[src/rtl/led_pattern_engine_if.sv]
// LED pattern engine bus: step source and mode select in, LED bank and reversal pulse out.
// Master drives the inputs; the engine itself sits on the slave side.
interface led_pattern_engine_if #(
    parameter int WIDTH = 16
);
    logic             mode_clock;
    logic [1:0]       SW;
    logic [WIDTH-1:0] LD;
    logic             bounce;

    modport master (output mode_clock, output SW, input LD, input bounce);
    modport slave  (input mode_clock, input SW, output LD, output bounce);
endinterface

[src/rtl/led_pattern_engine.sv]
// Bouncing-position LED pattern generator stepped by every edge of an asynchronous
// mode_clock, with the pattern style chosen by an asynchronous 2-bit mode switch.
module led_pattern_engine #(
    parameter int WIDTH       = 16,
    parameter int SYNC_STAGES = 2
) (
    input logic                 CLOCK,
    input logic                 RESET_N,
    led_pattern_engine_if.slave bus
);
    localparam int PW = $clog2(WIDTH);
    localparam logic [PW-1:0] POS_MAX  = PW'(WIDTH - 1);
    localparam logic [PW-1:0] POS_TURN = PW'(WIDTH - 2);
    localparam logic [PW-1:0] POS_ONE  = PW'(1);

    typedef enum logic [1:0] {IDLE, UP, DOWN} state_t;

    logic [SYNC_STAGES-1:0]      mc_sync_p0;
    logic [SYNC_STAGES-1:0][1:0] sw_sync_p0;
    logic                        mc_hist_p1;
    logic                        step_p1;
    logic [1:0]                  sw_s_p1;
    logic                        mode_chg_p1;

    state_t          state, nxt_state;
    logic [PW-1:0]   pos, nxt_pos;
    logic [1:0]      mode_q, nxt_mode;
    logic            nxt_bounce;
    logic [WIDTH-1:0] ld_p2;
    logic            bounce_p2;

    // Bar mode is built one bit wider so that pos=WIDTH-1 yields all ones after truncation.
    function automatic logic [WIDTH-1:0] led_pattern(input logic [1:0] mode, input logic [PW-1:0] p);
        case (mode)
            2'd1:    led_pattern = WIDTH'(1) << p;
            2'd2:    led_pattern = WIDTH'(((WIDTH+1)'(2) << p) - (WIDTH+1)'(1));
            2'd3:    led_pattern = ~(WIDTH'(1) << p);
            default: led_pattern = '0;
        endcase
    endfunction

    // p0: synchronizer chains for the asynchronous inputs
    always_ff @(posedge CLOCK or negedge RESET_N) begin
        if (!RESET_N) begin
            mc_sync_p0 <= '0;
            sw_sync_p0 <= '0;
            mc_hist_p1 <= 1'b0;
        end else begin
            mc_sync_p0 <= {mc_sync_p0[SYNC_STAGES-2:0], bus.mode_clock};
            sw_sync_p0 <= {sw_sync_p0[SYNC_STAGES-2:0], bus.SW};
            mc_hist_p1 <= mc_sync_p0[SYNC_STAGES-1];
        end
    end

    // p1: edge detect and mode-change detect on synchronized values
    assign step_p1     = mc_sync_p0[SYNC_STAGES-1] ^ mc_hist_p1;
    assign sw_s_p1     = sw_sync_p0[SYNC_STAGES-1];
    assign mode_chg_p1 = (sw_s_p1 != mode_q);

    always_comb begin
        nxt_state  = state;
        nxt_pos    = pos;
        nxt_mode   = mode_q;
        nxt_bounce = 1'b0;
        if (mode_chg_p1) begin
            // A step landing in the same cycle as a mode change is dropped.
            nxt_mode  = sw_s_p1;
            nxt_pos   = '0;
            nxt_state = (sw_s_p1 == 2'd0) ? IDLE : UP;
        end else if (step_p1) begin
            case (state)
                UP: begin
                    if (pos == POS_MAX) begin
                        nxt_pos    = POS_TURN;
                        nxt_state  = DOWN;
                        nxt_bounce = 1'b1;
                    end else begin
                        nxt_pos = pos + POS_ONE;
                    end
                end
                DOWN: begin
                    if (pos == '0) begin
                        nxt_pos    = POS_ONE;
                        nxt_state  = UP;
                        nxt_bounce = 1'b1;
                    end else begin
                        nxt_pos = pos - POS_ONE;
                    end
                end
                default: begin
                    nxt_state = IDLE;
                    nxt_pos   = '0;
                end
            endcase
        end
    end

    // p2: state and registered LED / bounce outputs
    always_ff @(posedge CLOCK or negedge RESET_N) begin
        if (!RESET_N) begin
            state     <= IDLE;
            pos       <= '0;
            mode_q    <= 2'd0;
            ld_p2     <= '0;
            bounce_p2 <= 1'b0;
        end else begin
            state     <= nxt_state;
            pos       <= nxt_pos;
            mode_q    <= nxt_mode;
            ld_p2     <= led_pattern(nxt_mode, nxt_pos);
            bounce_p2 <= nxt_bounce;
        end
    end

    assign bus.LD     = ld_p2;
    assign bus.bounce = bounce_p2;
endmodule

[src/flat_wrapper.sv]
// flat-port wrapper written by rule: the top's interface ports become plain ports
module led_pattern_engine_flat 
#(
    parameter int WIDTH       = 16,
    parameter int SYNC_STAGES = 2
)
  (CLOCK, RESET_N, bus_mode_clock, bus_SW, bus_LD, bus_bounce);
  led_pattern_engine_if #(.WIDTH(WIDTH)) bus_i ();
  input logic CLOCK;
  input logic RESET_N;
  input wire logic [$bits(bus_i.mode_clock)-1:0] bus_mode_clock;
  input wire logic [$bits(bus_i.SW)-1:0] bus_SW;
  output wire logic [$bits(bus_i.LD)-1:0] bus_LD;
  output wire logic [$bits(bus_i.bounce)-1:0] bus_bounce;
  assign bus_i.mode_clock = bus_mode_clock;
  assign bus_i.SW = bus_SW;
  assign bus_LD = bus_i.LD;
  assign bus_bounce = bus_i.bounce;
  led_pattern_engine #(.WIDTH(WIDTH), .SYNC_STAGES(SYNC_STAGES)) u_core (.CLOCK(CLOCK), .RESET_N(RESET_N), .bus(bus_i));
endmodule
[config.mk]
export PLATFORM = sky130hd
export DESIGN_NAME = led_pattern_engine_flat
export DESIGN_NICKNAME = d
export VERILOG_FILES = /design/src/rtl/led_pattern_engine_if.sv /design/src/rtl/led_pattern_engine.sv /design/src/flat_wrapper.sv
export SDC_FILE = /design/constraint.sdc
export NUM_CORES = 1
export LEC_CHECK = 0
export BUFFER_PORTS_ARGS = -buffer_cell sky130_fd_sc_hd__buf_2
export CAP_MARGIN = 20
export CORE_UTILIZATION = 35
export CTS_BUF_LIST = sky130_fd_sc_hd__clkbuf_4 sky130_fd_sc_hd__clkbuf_8
export DETAILED_ROUTE_END_ITERATION = 6
export SYNTH_ARGS = -nofsm -noshare
export SYNTH_HDL_FRONTEND = slang
export SYNTH_SLANG_ARGS = --single-unit
[constraint.sdc]
create_clock -name CLOCK -period 5.21 [get_ports CLOCK]
set_input_delay 0.7815 -clock CLOCK [delete_from_list [all_inputs] [get_ports CLOCK]]
set_output_delay 0.7815 -clock CLOCK [all_outputs]
set_load 0.03 [all_outputs]
==> flow_metrics.py <==
metrics = {
    "setup_path": {
        "crit_path_start": "u_core.pos[0]",
        "crit_path_start_kind": "flip-flop",
        "crit_family": "simple AND/OR/NAND/NOR gates",
        "worst-path-max-fanout": 18,
        "cp_cell_sequence": "inv_1 -> ha_1 -> nor2_1 -> mux2_4 -> a2111oi_4 -> or2_1 -> inv_4 -> nor2_1 -> nand2_1 -> ha_1 -> or3_1 -> a21o_1 -> o211ai_1",
        "reg2reg_from": "u_core.pos[0]",
        "critPathMaxStageDelay_ns": 0.49,
        "path_buf_inv": 2,
        "critPathSlowestCell": "or2_1",
        "path_class": "flip-flop to flip-flop",
        "worstPathArrival_ns": 3.86,
        "cp.required_ns": 5.42,
        "crit_path_end_kind": "flip-flop",
    },
    "timing": {
        "whs_ns": 0.352,
        "finalHoldViolCount": 0,
        "worst_clock_skew_ns": 0.00897,
        "period_minus_slack_ns": 3.65,
        "fmax_mhz": 274,
        "post-route-period-util_pct": 70.1,
        "rsz0062_at_grt": "no",
        "final-setup-viol-count": 0,
        "worst_pin_slew_ns": 0.716,
        "finalSetupTns_ns": 0,
        "maxSlewViolCount": 0,
        "timing.slew.headroom_pct": 52.3,
    },
    "logic_synthesis": {
        "async_reset_ff_share_pct": 100,
        "synthMuxAreaShare_pct": 0.781,
        "synth_nets": 223,
        "synthSimpleGateAreaFrac_pct": 18.6,
        "synth_top_area_share_pct": 41.7,
        "syn_avg_cell_area_um2": 9.15,
        "synthXorXnorAreaFrac_pct": 4.95,
        "synth-seq-cells": 32,
        "yosys_warnings": 0,
        "syn_inst": 210,
        "synth-compound-area-share_pct": 22.7,
        "synth-edff-count": 0,
        "ys_types": 54,
        "yosys.area.top_type": "dfrtp_1",
        "synth_top_family_by_area": "compound AO/OA/AOI/OAI gates",
        "syn-cell-area_um2": 1920,
        "synthTopCellsByArea": "dfrtp_1 (42%), ha_1 (5.2%), nor2_1 (4.5%), a31oi_1 (3.6%), xnor2_1 (3.2%)",
        "synthAdderAreaFrac_pct": 5.21,
        "ys.flop_type": "dfrtp_1",
        "seq_area_frac_synth_pct": 41.7,
    },
    "finish": {
        "final_core_util_pct": 41.3,
        "nFillCells": 516,
        "drive_gt1_share_pct": 19.1,
        "antenna_cells": 0,
        "nNetsFinal": 237,
        "area_growth_pct": 11.8,
    },
    "clock_network": {
        "clockRootBuffer": "clkbuf_8",
        "cts_sinks": 32,
        "path_clk_slew_ns": 0.07,
        "ctsResizeCount": 0,
        "cts_setup_buffers": 0,
        "clock_latency_ns": 0.29,
        "cts_buffers": 5,
        "htree_levels": 2,
        "postCtsHoldBufs": 0,
        "cts_buffer_depth": 2,
        "cts_tree": "built",
    },
    "pwr": {
        "p_per_area_nw_per_um2": 284,
        "leakage_nw": 0.929,
        "ir_drop_mv": 0.135,
    },
    "route": {
        "highest_layer": "met4",
        "wire_per_inst_um": 15.2,
        "wl_met2_mm": 1.93,
        "wl_met3_um": 357,
        "vias": 1616,
        "firstDrtPassIters": 4,
        "final_antenna_net_count": 0,
        "drt_iter0_markers": 125,
        "via_per_inst": 5.48,
        "finalWirelength_mm": 4.49,
        "drt-met1-wl_mm": 2.14,
        "drc": 0,
    },
    "job": {
        "cap_violations": 0,
    },
    "floorplan": {
        "die_y_um": 76.1,
        "die_x_um": 76.1,
        "num_rows": 26,
        "start_util_pct": 36.9,
        "dieArea_um2": 5790,
        "io_pins": 22,
        "coreArea_um2": 5200,
    },
    "placement": {
        "dp_hpwl_mm": 2.91,
        "port_buffers": 21,
        "gp_congestion": 0.834,
    },
    "grt": {
        "grt_pass1_vias": 1545,
        "grt_pass1_wl_mm": 7.82,
        "grt_max_degree": 33,
        "grt_usage_pct": 16.8,
        "antenna_found_initial": 0,
        "grt_overflow": 0,
    },
    "min_path": {
        "hold_start": "u_core.sw_sync_p0[0]",
        "hp-class": "flip-flop to flip-flop",
    },
    "status": {
        "outcome": "completed",
    },
}
[placed cells by master, fill, tap and decap left out, types with 2 or more instances in the layout]
| master | Yosys | final |
|---|---|---|
| clkinv_2 | 0 | 2 |
| xor2_1 | 2 | 2 |
| o211ai_1 | 5 | 5 |
| nor3b_1 | 2 | 2 |
| nor2_1 | 23 | 23 |
| o21ai_0 | 5 | 5 |
| inv_2 | 3 | 3 |
| a21oi_1 | 10 | 10 |
| nand4_1 | 6 | 6 |
| nor3_1 | 6 | 6 |
| buf_2 | 5 | 21 |
| buf_4 | 2 | 2 |
| nor4_1 | 3 | 3 |
| nand3_1 | 5 | 5 |
| xnor2_1 | 7 | 7 |
| inv_1 | 6 | 6 |
| a31oi_1 | 11 | 11 |
| ha_1 | 8 | 8 |
| o21ai_1 | 8 | 8 |
| nand2_1 | 14 | 14 |
| clkbuf_8 | 0 | 6 |
| o22ai_1 | 4 | 4 |
| a32oi_1 | 4 | 4 |
| dfrtp_1 | 32 | 32 |
[synthesized netlist by cell type, types with 6 or more instances]
cell type	instances
xnor2_1	7
a31oi_1	11
dfrtp_1	32
a21oi_1	10
o21ai_1	8
nand2_1	14
inv_1	6
nor2_1	23
nand4_1	6
ha_1	8
clkbuf_1	8
nor3_1	6
[kinds of logic after synthesis]
family / after synthesis
fa+ha+maj: 8
xor+xnor: 10
mux: 1
flops: 32
buf+inv: 27
simple gates: 71
compound gates: 61
[stage by stage]
step	instances	instance area (µm²)	worst slack [ns]	power [W]
5_1_grt	295	2150	1.29	0.000643
3_5_place_dp	287	2060	1.63	0.000413
2_1_floorplan	210	1920	2.11	0.000380
4_1_cts	295	2150	1.60	0.000615
3_3_place_gp	287	2060	1.67	0.000414
6_report	295	2150	1.56	0.000610
[routing by layer]
layer	vias to the layer above	global-route usage, %
li1	789	-
met1	745	24.4
met2	75	23.8
met3	7	3.95
met4	0	7.12
met5	-	0
[state kept, by name, indices dropped and copies added (netlist names)]
register / flops
u_core.bus.LD: 16
u_core.bus.bounce: 1
u_core.mc_hist_p1: 1
u_core.mc_sync_p0: 2
u_core.mode_q: 2
u_core.pos: 4
u_core.state: 2
u_core.sw_s_p1: 2
u_core.sw_sync_p0: 2
[power breakdown]
group / total, W / internal [W] / switching, W / leakage (nW)
registers: 0.000276 / 0.000265 / 0.0000111 / 0.402
clock network: 0.000201 / 0.000105 / 0.0000953 / 0.0510
logic: 0.000134 / 0.0000433 / 0.0000902 / 0.476
[worst paths after layout]
kind | slack, ns | depth (start not counted) | endpoint
min in group asynchronous | 0.54 | 1 | u_core.bus.bounce
min reg2reg | 0.35 | 0 | u_core.sw_s_p1[0]
max reg2reg | 1.56 | 13 | u_core.bus.LD[9]
max in group asynchronous | 4.21 | 1 | u_core.mode_q[0]
max | 1.56 | 13 | u_core.bus.LD[9]
min | 0.35 | 0 | u_core.sw_s_p1[0]
[final cells by class]
type | instances | area [µm²] | area share (%)
Timing Repair Buffer | 23 | 120 | 5.59
Multi-Input combinational cell | 151 | 1000 | 46.7
Inverter | 11 | 43.8 | 2.04
Sequential cell | 32 | 801 | 37.3
Clock buffer | 6 | 82.6 | 3.84
Clock inverter | 2 | 10.0 | 0.466
Tap cell | 70 | 87.6 | 4.08
No activity file was read; power rests on OpenSTA's default activity.
